==> src/rtl/fp_cmp96_resolve.sv <==
// rtl/fp_cmp96_resolve.sv - FP96 compare result resolver with 2-entry output queue
// Optional invalid-event counter built when FPCMP96_INVCNT_EN is defined.
module fp_cmp96_resolve #(
  parameter int TAGW = 4,
  parameter int CNTW = 16
) (
  input  logic            clk,
  input  logic            rst_n,
  input  logic            in_valid,
  output logic            in_ready,
  input  logic [15:0]     cmp_o,
  input  logic            cmp_nan,
  input  logic            cmp_snan,
  input  logic            cmp_inf,
  input  logic [3:0]      cond,
  input  logic            signaling,
  input  logic [TAGW-1:0] in_tag,
  output logic            out_valid,
  input  logic            out_ready,
  output logic            out_cc,
  output logic [15:0]     out_vec,
  output logic            out_inv,
  output logic            out_nan,
  output logic [TAGW-1:0] out_tag,
  input  logic            flags_clr,
  output logic            sticky_inv,
  output logic            sticky_snan,
  output logic [CNTW-1:0] inv_cnt
);

  // Entry layout: {cc, vec[15:0], inv, nan, tag}
  localparam int EW = 19 + TAGW;

  logic [EW-1:0] head_q, tail_q, new_e;
  logic [1:0]    count_q;
  logic          cond_ok, new_cc, new_inv, accept, pop;
  logic          unused_inf;

  assign unused_inf = cmp_inf;

  always_comb begin
    cond_ok = 1'b0;
    case (cond)
      4'd0, 4'd1, 4'd2, 4'd3, 4'd4,
      4'd8, 4'd9, 4'd10, 4'd11, 4'd12: cond_ok = 1'b1;
      default:                         cond_ok = 1'b0;
    endcase
  end

  assign new_cc  = cond_ok & cmp_o[cond];
  assign new_inv = cmp_snan | (signaling & cmp_o[4]);
  assign new_e   = {new_cc, cmp_o, new_inv, cmp_nan, in_tag};

  assign in_ready  = (count_q != 2'd2);
  assign out_valid = (count_q != 2'd0);
  assign accept    = in_valid & in_ready;
  assign pop       = out_valid & out_ready;

  // Head register doubles as the output stage; it keeps the last popped entry when empty.
  always_ff @(posedge clk or negedge rst_n) begin
    if (!rst_n) begin
      head_q  <= '0;
      tail_q  <= '0;
      count_q <= 2'd0;
    end else begin
      case (count_q)
        2'd0: begin
          if (accept) begin
            head_q  <= new_e;
            count_q <= 2'd1;
          end
        end
        2'd1: begin
          if (accept && pop) begin
            head_q <= new_e;
          end else if (accept) begin
            tail_q  <= new_e;
            count_q <= 2'd2;
          end else if (pop) begin
            count_q <= 2'd0;
          end
        end
        2'd2: begin
          if (pop) begin
            head_q  <= tail_q;
            count_q <= 2'd1;
          end
        end
        default: count_q <= 2'd0;
      endcase
    end
  end

  assign out_cc  = head_q[EW-1];
  assign out_vec = head_q[EW-2 -: 16];
  assign out_inv = head_q[TAGW+1];
  assign out_nan = head_q[TAGW];
  assign out_tag = head_q[TAGW-1:0];

  // A new event in the same cycle as a clear wins.
  always_ff @(posedge clk or negedge rst_n) begin
    if (!rst_n) begin
      sticky_inv  <= 1'b0;
      sticky_snan <= 1'b0;
    end else begin
      sticky_inv  <= (sticky_inv  & ~flags_clr) | (accept & new_inv);
      sticky_snan <= (sticky_snan & ~flags_clr) | (accept & cmp_snan);
    end
  end

`ifdef FPCMP96_INVCNT_EN
  logic [CNTW-1:0] cnt_q;

  always_ff @(posedge clk or negedge rst_n) begin
    if (!rst_n) begin
      cnt_q <= '0;
    end else if (accept && new_inv) begin
      if (flags_clr)
        cnt_q <= CNTW'(1);
      else if (cnt_q != {CNTW{1'b1}})
        cnt_q <= cnt_q + CNTW'(1);
    end else if (flags_clr) begin
      cnt_q <= '0;
    end
  end

  assign inv_cnt = cnt_q;
`else
  assign inv_cnt = '0;
`endif

endmodule

==> config.mk <==
export PLATFORM = sky130hd
export DESIGN_NAME = fp_cmp96_resolve
export DESIGN_NICKNAME = d
export VERILOG_FILES = /design/src/rtl/fp_cmp96_resolve.sv
export SDC_FILE = /design/constraint.sdc
export NUM_CORES = 1
export LEC_CHECK = 0
export CAP_MARGIN = 20
export CORE_MARGIN = 5
export CORE_UTILIZATION = 45
export CTS_CLUSTER_SIZE = 28
export DETAILED_ROUTE_END_ITERATION = 6
export DONT_BUFFER_PORTS = 1
export PLACE_DENSITY_LB_ADDON = 0.12
export SYNTH_ARGS = -nofsm -noshare
export SYNTH_HDL_FRONTEND = slang
export SYNTH_SLANG_ARGS = --single-unit
==> constraint.sdc <==
create_clock -name clk -period 1.75 [get_ports clk]
set_input_delay 0.2625 -clock clk [delete_from_list [all_inputs] [get_ports clk]]
set_output_delay 0.2625 -clock clk [all_outputs]
set_load 0.02 [all_outputs]
==> results of run 1 <==
state kept, by name, summed over array words and instances (netlist names):
signal	flops
head_q	23
tail_q	23
count_q	2
sticky_snan	1
sticky_inv	1
layer usage:
| layer | vias up | part of all wire (%) | track usage (%) |
|---|---|---|---|
| li1 | 754 | - | - |
| met1 | 752 | 38 | 16.97 |
| met2 | 41 | 52 | 27.06 |
| met3 | 4 | 8.3 | 5.921 |
| met4 | 0 | 1.3 | 4.983 |
| met5 | - | 0 | 0 |
what timing repair did:
item | CTS | global route
setup buffers | 0 | 0
endpoints found under the hold margin | 50 | 1
hold buffers | 2 | 1
Yosys cell counts, types with 3 or more instances:
library cell,n,share of area [%]
a21oi_1,5,1.1
a31oi_1,21,5.6
buf_2,7,1.5
buf_4,17,5.5
dfrtp_1,50,54
inv_1,3,0.48
mux2_1,17,8.2
mux2_2,4,1.9
mux2i_1,8,3.4
nand2_1,45,7.2
nor2_1,25,4.0
worst paths after layout:
| kind | startpoint | endpoint | slack, ps | cells past startpoint |
|---|---|---|---|---|
| worst max-delay path | count_q[0] | in_ready | 120 | 4 |
| worst min-delay path | flags_clr | sticky_snan | 30 | 1 |
| worst max register to register | count_q[1] | tail_q[4] | 230 | 4 |
| worst min register to register | tail_q[16] | tail_q[16] | 500 | 1 |
| max in group asynchronous | rst_n | head_q[2] | 1050 | 2 |
| min in group asynchronous | rst_n | head_q[12] | 470 | 2 |
cell type report:
type | instances | area [µm²]
well taps | 70 | 87.58
flip-flops and latches | 50 | 1251
clock inverters | 3 | 43.79
multi-input cells | 159 | 938.4
fillers | 498 | 2495
inverters | 4 | 15.01
clock buffers | 5 | 68.82
repair buffers | 15 | 175.2
through the flow:
stage,utilization [%],cell area [µm²],hold slack [ps]
4_1_cts,50.64,2570,5.718
3_3_place_gp,47.68,2420,-31.60
5_1_grt,50.84,2580,18.53
2_1_floorplan,-,2395,-33.09
6_report,50.84,2580,34.07
3_5_place_dp,47.68,2420,-31.75
cell families (layout without fill, tap and decap cells):
family	Yosys count	count (layout)	synth area share, %
compound gates	34	34	9.738
buf+inv	32	27	8.881
flops	50	50	53.50
mux	29	29	13.54
other cells	1	16	0.1604
simple gates	80	80	14.18
where the power goes:
part	internal (mW)	total [mW]	switching, mW
logic	0.314	0.641	0.327
registers	1.51	1.93	0.414
clock network	0.429	0.818	0.390
total	2.26	3.39	1.13
==> flow_summary_export.csv, run 1 <==
group,metric,value,unit
run_status,status,"finished clean",
cts,cts_buffers,5,
pwr,power_density,1313,mW/mm²
pwr,leakage,1.137,nW
placement,io_buffers,0,
final_layout,drive_above_1_share,12.71,%
logic_synthesis,synth_area,0.002338,mm²
worst_hold_path,hold_class,"in2reg",
pwr,finalPower,3.388,mW
cts,clockBufferDepth,2,
critical_path,critPathLaunchType,"register",
sta,post-route-min-period,1627,ps
die,rows,26,
drt,drt_iter0_drc,65,
global_routing,grt-ovfl-total,0,
drt,num_vias,1551,
sta,hold_violations,0,
logic_synthesis,syn_avg_cell_area,10.35,µm²
cts,cts_tree,"built",
final_layout,final_common_cell,"dfrtp_1",
logic_synthesis,synth-edff-count,0,
final_layout,fin_cells,306,
global_routing,grt_pass1_vias,1586,
cts,htree_num_levels,2,
critical_path,critPathBufInv,3,
sta,setup_ws,122.9,ps
drt,wirelength,4854,µm
critical_path,end_kind,"primary output",
global_routing,grt_max_degree,51,
drt,detail_route.wl_per_cell,15.86,µm
final_layout,layout_common_cells,"dfrtp_1 (50), nand2_1 (45), nor2_1 (25)",
critical_path,crit_family,"flip-flops",
logic_synthesis,synthArstFlopShare,100.0,%
global_routing,grt_usage,15.38,%
die,core_region_area,0.005075,mm²
logic_synthesis,synth.distinct_cells,30,
sta,fmax,614.6,MHz
critical_path,critPathMaxFanout,7,
logic_synthesis,synth_warnings,0,
global_routing,antenna_found_initial,0,
sta,fin_tns_setup,0,ps
sta,setup_viol,0,
cts,cts.repair.resized,0,
cts,clock_sinks,50,
critical_path,worstPathCellList,"nor2b_2 > inv_2 > buf_4 > buf_4",
final_layout,nets,268,
sta,finalMaxSlewViolations,0,
critical_path,crit_slowest_cell,"dfrtp_1",
placement,dp.cells,295,
placement,hpwlAfterDp,3609,µm
sta,finalClockSkew,6.388,ps
sta,fin_crit_sh,92.97,%
critical_path,critPathRequiredTime,1490,ps
drt,drc,0,
critical_path,path_common_cell,"buf_4",
placement,dp_slack,233.3,ps
cts,cts-root-buf,"clkbuf_8",
logic_synthesis,synth_ff_type,"dfrtp_1",
critical_path,crit_path_max_incr_delay,480,ps
job,maxCapViolCount,0,
cts,cts.clk_slew.worst_paths,90,ps
sta,rsz0062_at_grt,"no",
critical_path,cp_data_arrival_time,1360,ps
final_layout,area_delta_synth_final,10.33,%
die,die_x,82.09,µm
cts,clkLatencyLatePin,300,ps
drt,first_pass_iters,4,
logic_synthesis,ys_ff_latch,50,
logic_synthesis,ys_seq_area_share,53.50,%
critical_path,crit_type,"reg2out",
die,die_area,0.006738,mm²
die,start_util,46.08,%
drt,drt.antenna.violating_nets,0,
drt,via_per_inst,5.069,
placement,place.gp.congestion,0.7004,
logic_synthesis,syn_inst,226,
pwr,vdd_drop_max,0.0006244,V
final_layout,antenna_cells,0,
die,die_h,82.09,µm
die,io_pins,76,
global_routing,grt_pass1_wl,7672,µm
No activity file was read; power rests on OpenSTA's default activity.
==> inputs of run 2 (changes only) <==
- CORE_UTILIZATION: 45 -> 48
- PLACE_DENSITY_LB_ADDON: 0.12 -> unset
==> run 2 against run 1 <==
Compared with the run above:
- sequential cell count unchanged
- sequential share of layout area up 1.9 points
- total power down 5.6%
- largest power group unchanged
- global-route usage up 0.37 points
- highest routed layer unchanged
- largest cell class unchanged
- setup slack better by 37 ps
==> flow_summary_export.csv, run 2 (synthesis gave the netlist of run 1 again) <==
group,metric,value,unit
final_layout,antenna_cells,0,
critical_path,cp_data_arrival_time,1330,ps
cts,htree_num_levels,2,
final_layout,reg.largest.list,"head_q: 23 flops, tail_q: 23 flops, count_q: 2 flops",
placement,io_buffers,0,
die,io_pins,76,
critical_path,worstPathCellList,"nor2b_2 > inv_4 > buf_4",
critical_path,rrSetupSlack,210,ps
drt,wirelength,4570,µm
pwr,leakage,1.087,nW
run_status,status,"finished clean",
sta,rsz0062_at_grt,"no",
final_layout,multi_input_area,938.4,µm²
final_layout,seq_area,0.001251,mm²
sta,hold_violations,0,
cts,post-cts-setup-buffer-count,0,
drt,via_per_inst,5.054,
critical_path,critPathBufInv,2,
placement,hpwlAfterDp,3068,µm
critical_path,crit_slowest_cell,"dfrtp_1",
sta,finalMaxSlewViolations,0,
die,die_area,0.006368,mm²
cts,cts_buffers,5,
critical_path,end_kind,"primary output",
final_layout,nets,260,
critical_path,crit_family,"flip-flops",
global_routing,grt-ovfl-total,0,
global_routing,grt_pass1_wl,7603,µm
critical_path,r2r_cells,4,
cts,clockBufferDepth,2,
sta,fin_tns_setup,0,ps
pwr,vdd_drop_max,0.0004682,V
final_layout,drive_above_1_share,9.649,%
worst_hold_path,hold-path-cell-count,1,
die,rows,25,
global_routing,grt_usage,15.75,%
critical_path,critPathLaunchType,"register",
sta,post-route-min-period,1590,ps
critical_path,crit_type,"reg2out",
sta,fin_crit_sh,90.84,%
drt,num_vias,1491,
sta,finalClockSkew,4.548,ps
drt,first_pass_iters,4,
cts,clkLatencyLatePin,290,ps
global_routing,antenna_found_initial,0,
die,start_util,49.51,%
cts,cts_tree,"built",
sta,holdWs,21.50,ps
die,core_region_area,0.004723,mm²
critical_path,critPathRequiredTime,1490,ps
drt,drc,0,
cts,cts.clk_slew.worst_paths,80,ps
cts,clock_sinks,50,
drt,drt.antenna.violating_nets,0,
job,maxCapViolCount,0,
global_routing,grt_pass1_vias,1491,
cts,cts-root-buf,"clkbuf_8",
critical_path,crit_path_max_incr_delay,440,ps
final_layout,n_fill_cell,422,
critical_path,path_depth,3,
pwr,power_density,1288,mW/mm²
global_routing,grt_max_degree,51,
drt,detail_route.wl_per_cell,15.49,µm
critical_path,critPathMaxFanout,21,
worst_hold_path,hold_class,"in2reg",
die,die_x,79.80,µm
placement,place.gp.congestion,0.7401,
final_layout,layout_common_cells,"dfrtp_1 (50), nand2_1 (45), nor2_1 (25)",
sta,fmax,629.0,MHz
die,die_h,79.80,µm
final_layout,final_common_cell,"dfrtp_1",
sta,setup_viol,0,
drt,drt_iter0_drc,62,
final_layout,area_delta_synth_final,6.153,%
-- run 2: cell types whose count changed in the layout (fill, tap and decap cells not counted), sizes merged --
cell         before  now
buf              13    6
inv               5    4
clkbuf            5    7
bufinv            1    0
dlygate4sd3       2    1
-- run 2: area by class of cell --
class	instances	area share [%]
clock inverter	1	0.2016
timing repair buffer	7	4.032
inverter	4	0.7056
sequential	50	50.40
multi-input combinational	159	37.80
clock buffer	7	3.478
tap	67	3.377
-- run 2: what timing repair did --
| action | 4_1_cts | 5_1_grt |
|---|---|---|
| gates resized for setup | 1 | 0 |
| endpoints found under the setup margin | 1 | 0 |
| hold buffers | 2 | 0 |
| endpoints found under the hold margin | 50 | 0 |
-- run 2: report_power, final --
| part | switching, mW | total, mW | internal, mW | leakage (nW) |
|---|---|---|---|---|
| Combinational | 0.313 | 0.602 | 0.289 | 0.461 |
| Clock | 0.350 | 0.669 | 0.319 | 0.0482 |
| Sequential | 0.410 | 1.92 | 1.51 | 0.577 |
-- run 2: worst paths after layout --
| check | start | end |
|---|---|---|
| max in group asynchronous | rst_n | tail_q[9] |
| min reg2reg | tail_q[10] | tail_q[10] |
| min in group asynchronous | rst_n | tail_q[13] |
| min | out_ready | count_q[1] |
| max reg2reg | count_q[1] | tail_q[17] |
| max | count_q[1] | in_ready |
-- run 2: layer usage --
layer	vias up	GRT usage, %	wire [µm]
met5	-	0	0
met4	0	5.068	54
met3	6	5.192	370
met2	48	24.21	2086
met1	699	21.03	2059
li1	738	-	-
-- run 2: metrics by stage --
step	cells	setup WS (ps)	power (mW)	util [%]	area, µm²
4_1_cts	295	128.1	3.252	52.56	2482
2_1_floorplan	241	286.7	2.414	-	2395
3_5_place_dp	285	218.3	2.537	49.77	2351
3_3_place_gp	285	227.0	2.507	49.77	2351
5_1_grt	295	54.79	3.436	52.56	2482
6_report	295	160.2	3.196	52.56	2482
==> inputs of run 3 (changes only) <==
- PLACE_DENSITY: unset -> 0.65
==> run 3 against run 2 <==
Compared with the run above:
- sequential cell count unchanged
- total power rose by 0.79%
- final cell count rose by 0.34%
- highest routed layer unchanged
==> flow_summary_export.csv, run 3 (synthesis gave the netlist of run 1 again) <==
group,metric,value,unit
die,die_x,79.80,µm
cts,cts-root-buf,"clkbuf_8",
sta,setup_viol,0,
final_layout,finalInstanceArea,0.002490,mm²
pwr,vdd_drop_max,0.0005539,V
pwr,power.switching,1.093,mW
global_routing,grt_pass1_wl,8010,µm
critical_path,cp_data_arrival_time,1800,ps
run_status,status,"finished clean",
sta,holdWs,21.98,ps
placement,place.gp.congestion,0.7418,
sta,fmax,628.5,MHz
critical_path,rr_startpoint,"count_q[1]",
cts,clkLatencyLatePin,290,ps
global_routing,antenna_found_initial,0,
drt,via_per_inst,5.081,
critical_path,crit_start,"count_q[1]",
final_layout,fin_cells,296,
pwr,seq_power_share,59.7,%
sta,fin_crit_sh,90.91,%
placement,dp.cells,286,
global_routing,grt-ovfl-total,0,
placement,hpwlAfterDp,3312,µm
pwr,pwr-share-clk,21.0,%
drt,drt.antenna.violating_nets,0,
global_routing,grt_max_degree,51,
worst_hold_path,min-delay-start,"out_ready",
die,rows,25,
sta,finalMaxSlewViolations,0,
sta,rsz0062_at_grt,"no",
pwr,switching_share,33.93,%
cts,clockBufferDepth,2,
sta,post-route-min-period,1591,ps
final_layout,antenna_cells,0,
final_layout,final_util,52.72,%
pwr,power.share.combinational,19.2,%
die,start_util,49.51,%
pwr,leakage,1.092,nW
cts,cts_tree,"built",
job,maxCapViolCount,0,
placement,post_dp_cell_area,0.002359,mm²
final_layout,area_delta_synth_final,6.474,%
die,die_area,0.006368,mm²
die,die_h,79.80,µm
die,io_pins,76,
critical_path,critPathMaxFanout,16,
final_layout,n_fill_cell,445,
critical_path,end_kind,"register",
cts,cts.clk_slew.worst_paths,90,ps
critical_path,critPathLaunchType,"register",
final_layout,final_common_cell,"dfrtp_1",
placement,io_buffers,0,
critical_path,crit_type,"reg2reg",
global_routing,grt_usage,16.38,%
critical_path,critPathRequiredTime,1960,ps
final_layout,nets,261,
final_layout,reg.largest.list,"head_q: 23 flops, tail_q: 23 flops, count_q: 2 flops",
sta,finalClockSkew,2.371,ps
drt,drc,0,
worst_hold_path,hold_class,"in2reg",
final_layout,drive_above_1_share,10.04,%
final_layout,layout_common_cells,"dfrtp_1 (50), nand2_1 (45), nor2_1 (25)",
sta,fin_tns_setup,0,ps
drt,first_pass_iters,4,
drt,num_vias,1504,
drt,drt_iter0_drc,51,
cts,htree_num_levels,2,
die,core_region_area,0.004723,mm²
cts,clock_sinks,50,
pwr,power_density,1294,mW/mm²
drt,wirelength,4788,µm
cts,cts_buffers,5,
global_routing,grt_pass1_vias,1583,
drt,detail_route.wl_per_cell,16.18,µm
pwr,p_int,2.129,mW
sta,hold_violations,0,
==> run 3: power by group through the flow <==
stage / registers (mW) / logic [mW] / clock network [mW]
after global routing: 1.98 / 0.719 / 0.746
after detailed placement: 1.96 / 0.593 / 0
after global placement: 1.94 / 0.571 / 0
final: 1.92 / 0.619 / 0.678
after floorplan: 1.89 / 0.529 / 0
after CTS: 1.93 / 0.627 / 0.703
==> run 3: layer usage <==
layer  part of all wire (%)  wire, µm  up-vias  global-route usage, %
li1                       -         -      746                      -
met1                     40      1923      706                  20.12
met2                     49      2369       48                  26.96
met3                    9.4       452        4                  6.208
met4                   0.88        42        0                  4.561
met5                      0         0        -                      0
==> run 3: layout make-up <==
type,count,area (µm²),share of cell area (%)
Clock inverter,1,5.005,0.2010
Sequential cell,50,1251,50.25
Inverter,4,17.52,0.7035
Clock buffer,7,86.33,3.467
Tap cell,67,83.83,3.367
Timing Repair Buffer,8,107.6,4.322
Multi-Input combinational cell,159,938.4,37.69
==> run 3: timing repair <==
action / CTS / global route
hold endpoints to repair: 50 / 0
resized for setup: 0 / 2
setup buffers: 0 / 0
hold buffers: 2 / 0
setup endpoints to repair: 0 / 2
==> run 3: worst max-delay path: stages, from the launching register on <==
cell and delay (ps):
dfrtp_1 440, mux2i_1 190, o2bb2ai_4 410, buf_4 240
nor2_1 40, a31oi_1 180
==> run 3: final timing paths <==
check	endpoint	slack, ps	depth (start not counted)
max	head_q[20]	160	5
min	count_q[1]	20	1
max reg2reg	head_q[20]	160	5
min reg2reg	tail_q[13]	490	1
max in group asynchronous	head_q[19]	1060	2
min in group asynchronous	sticky_inv	480	2
==> run 3: stage by stage <==
stage                     setup WS [ps]  total power, mW
after floorplan                   286.7            2.414
after CTS                         53.17            3.263
after detailed placement          133.1            2.549
after global routing              26.10            3.441
final                             159.0            3.222
after global placement            212.3            2.507
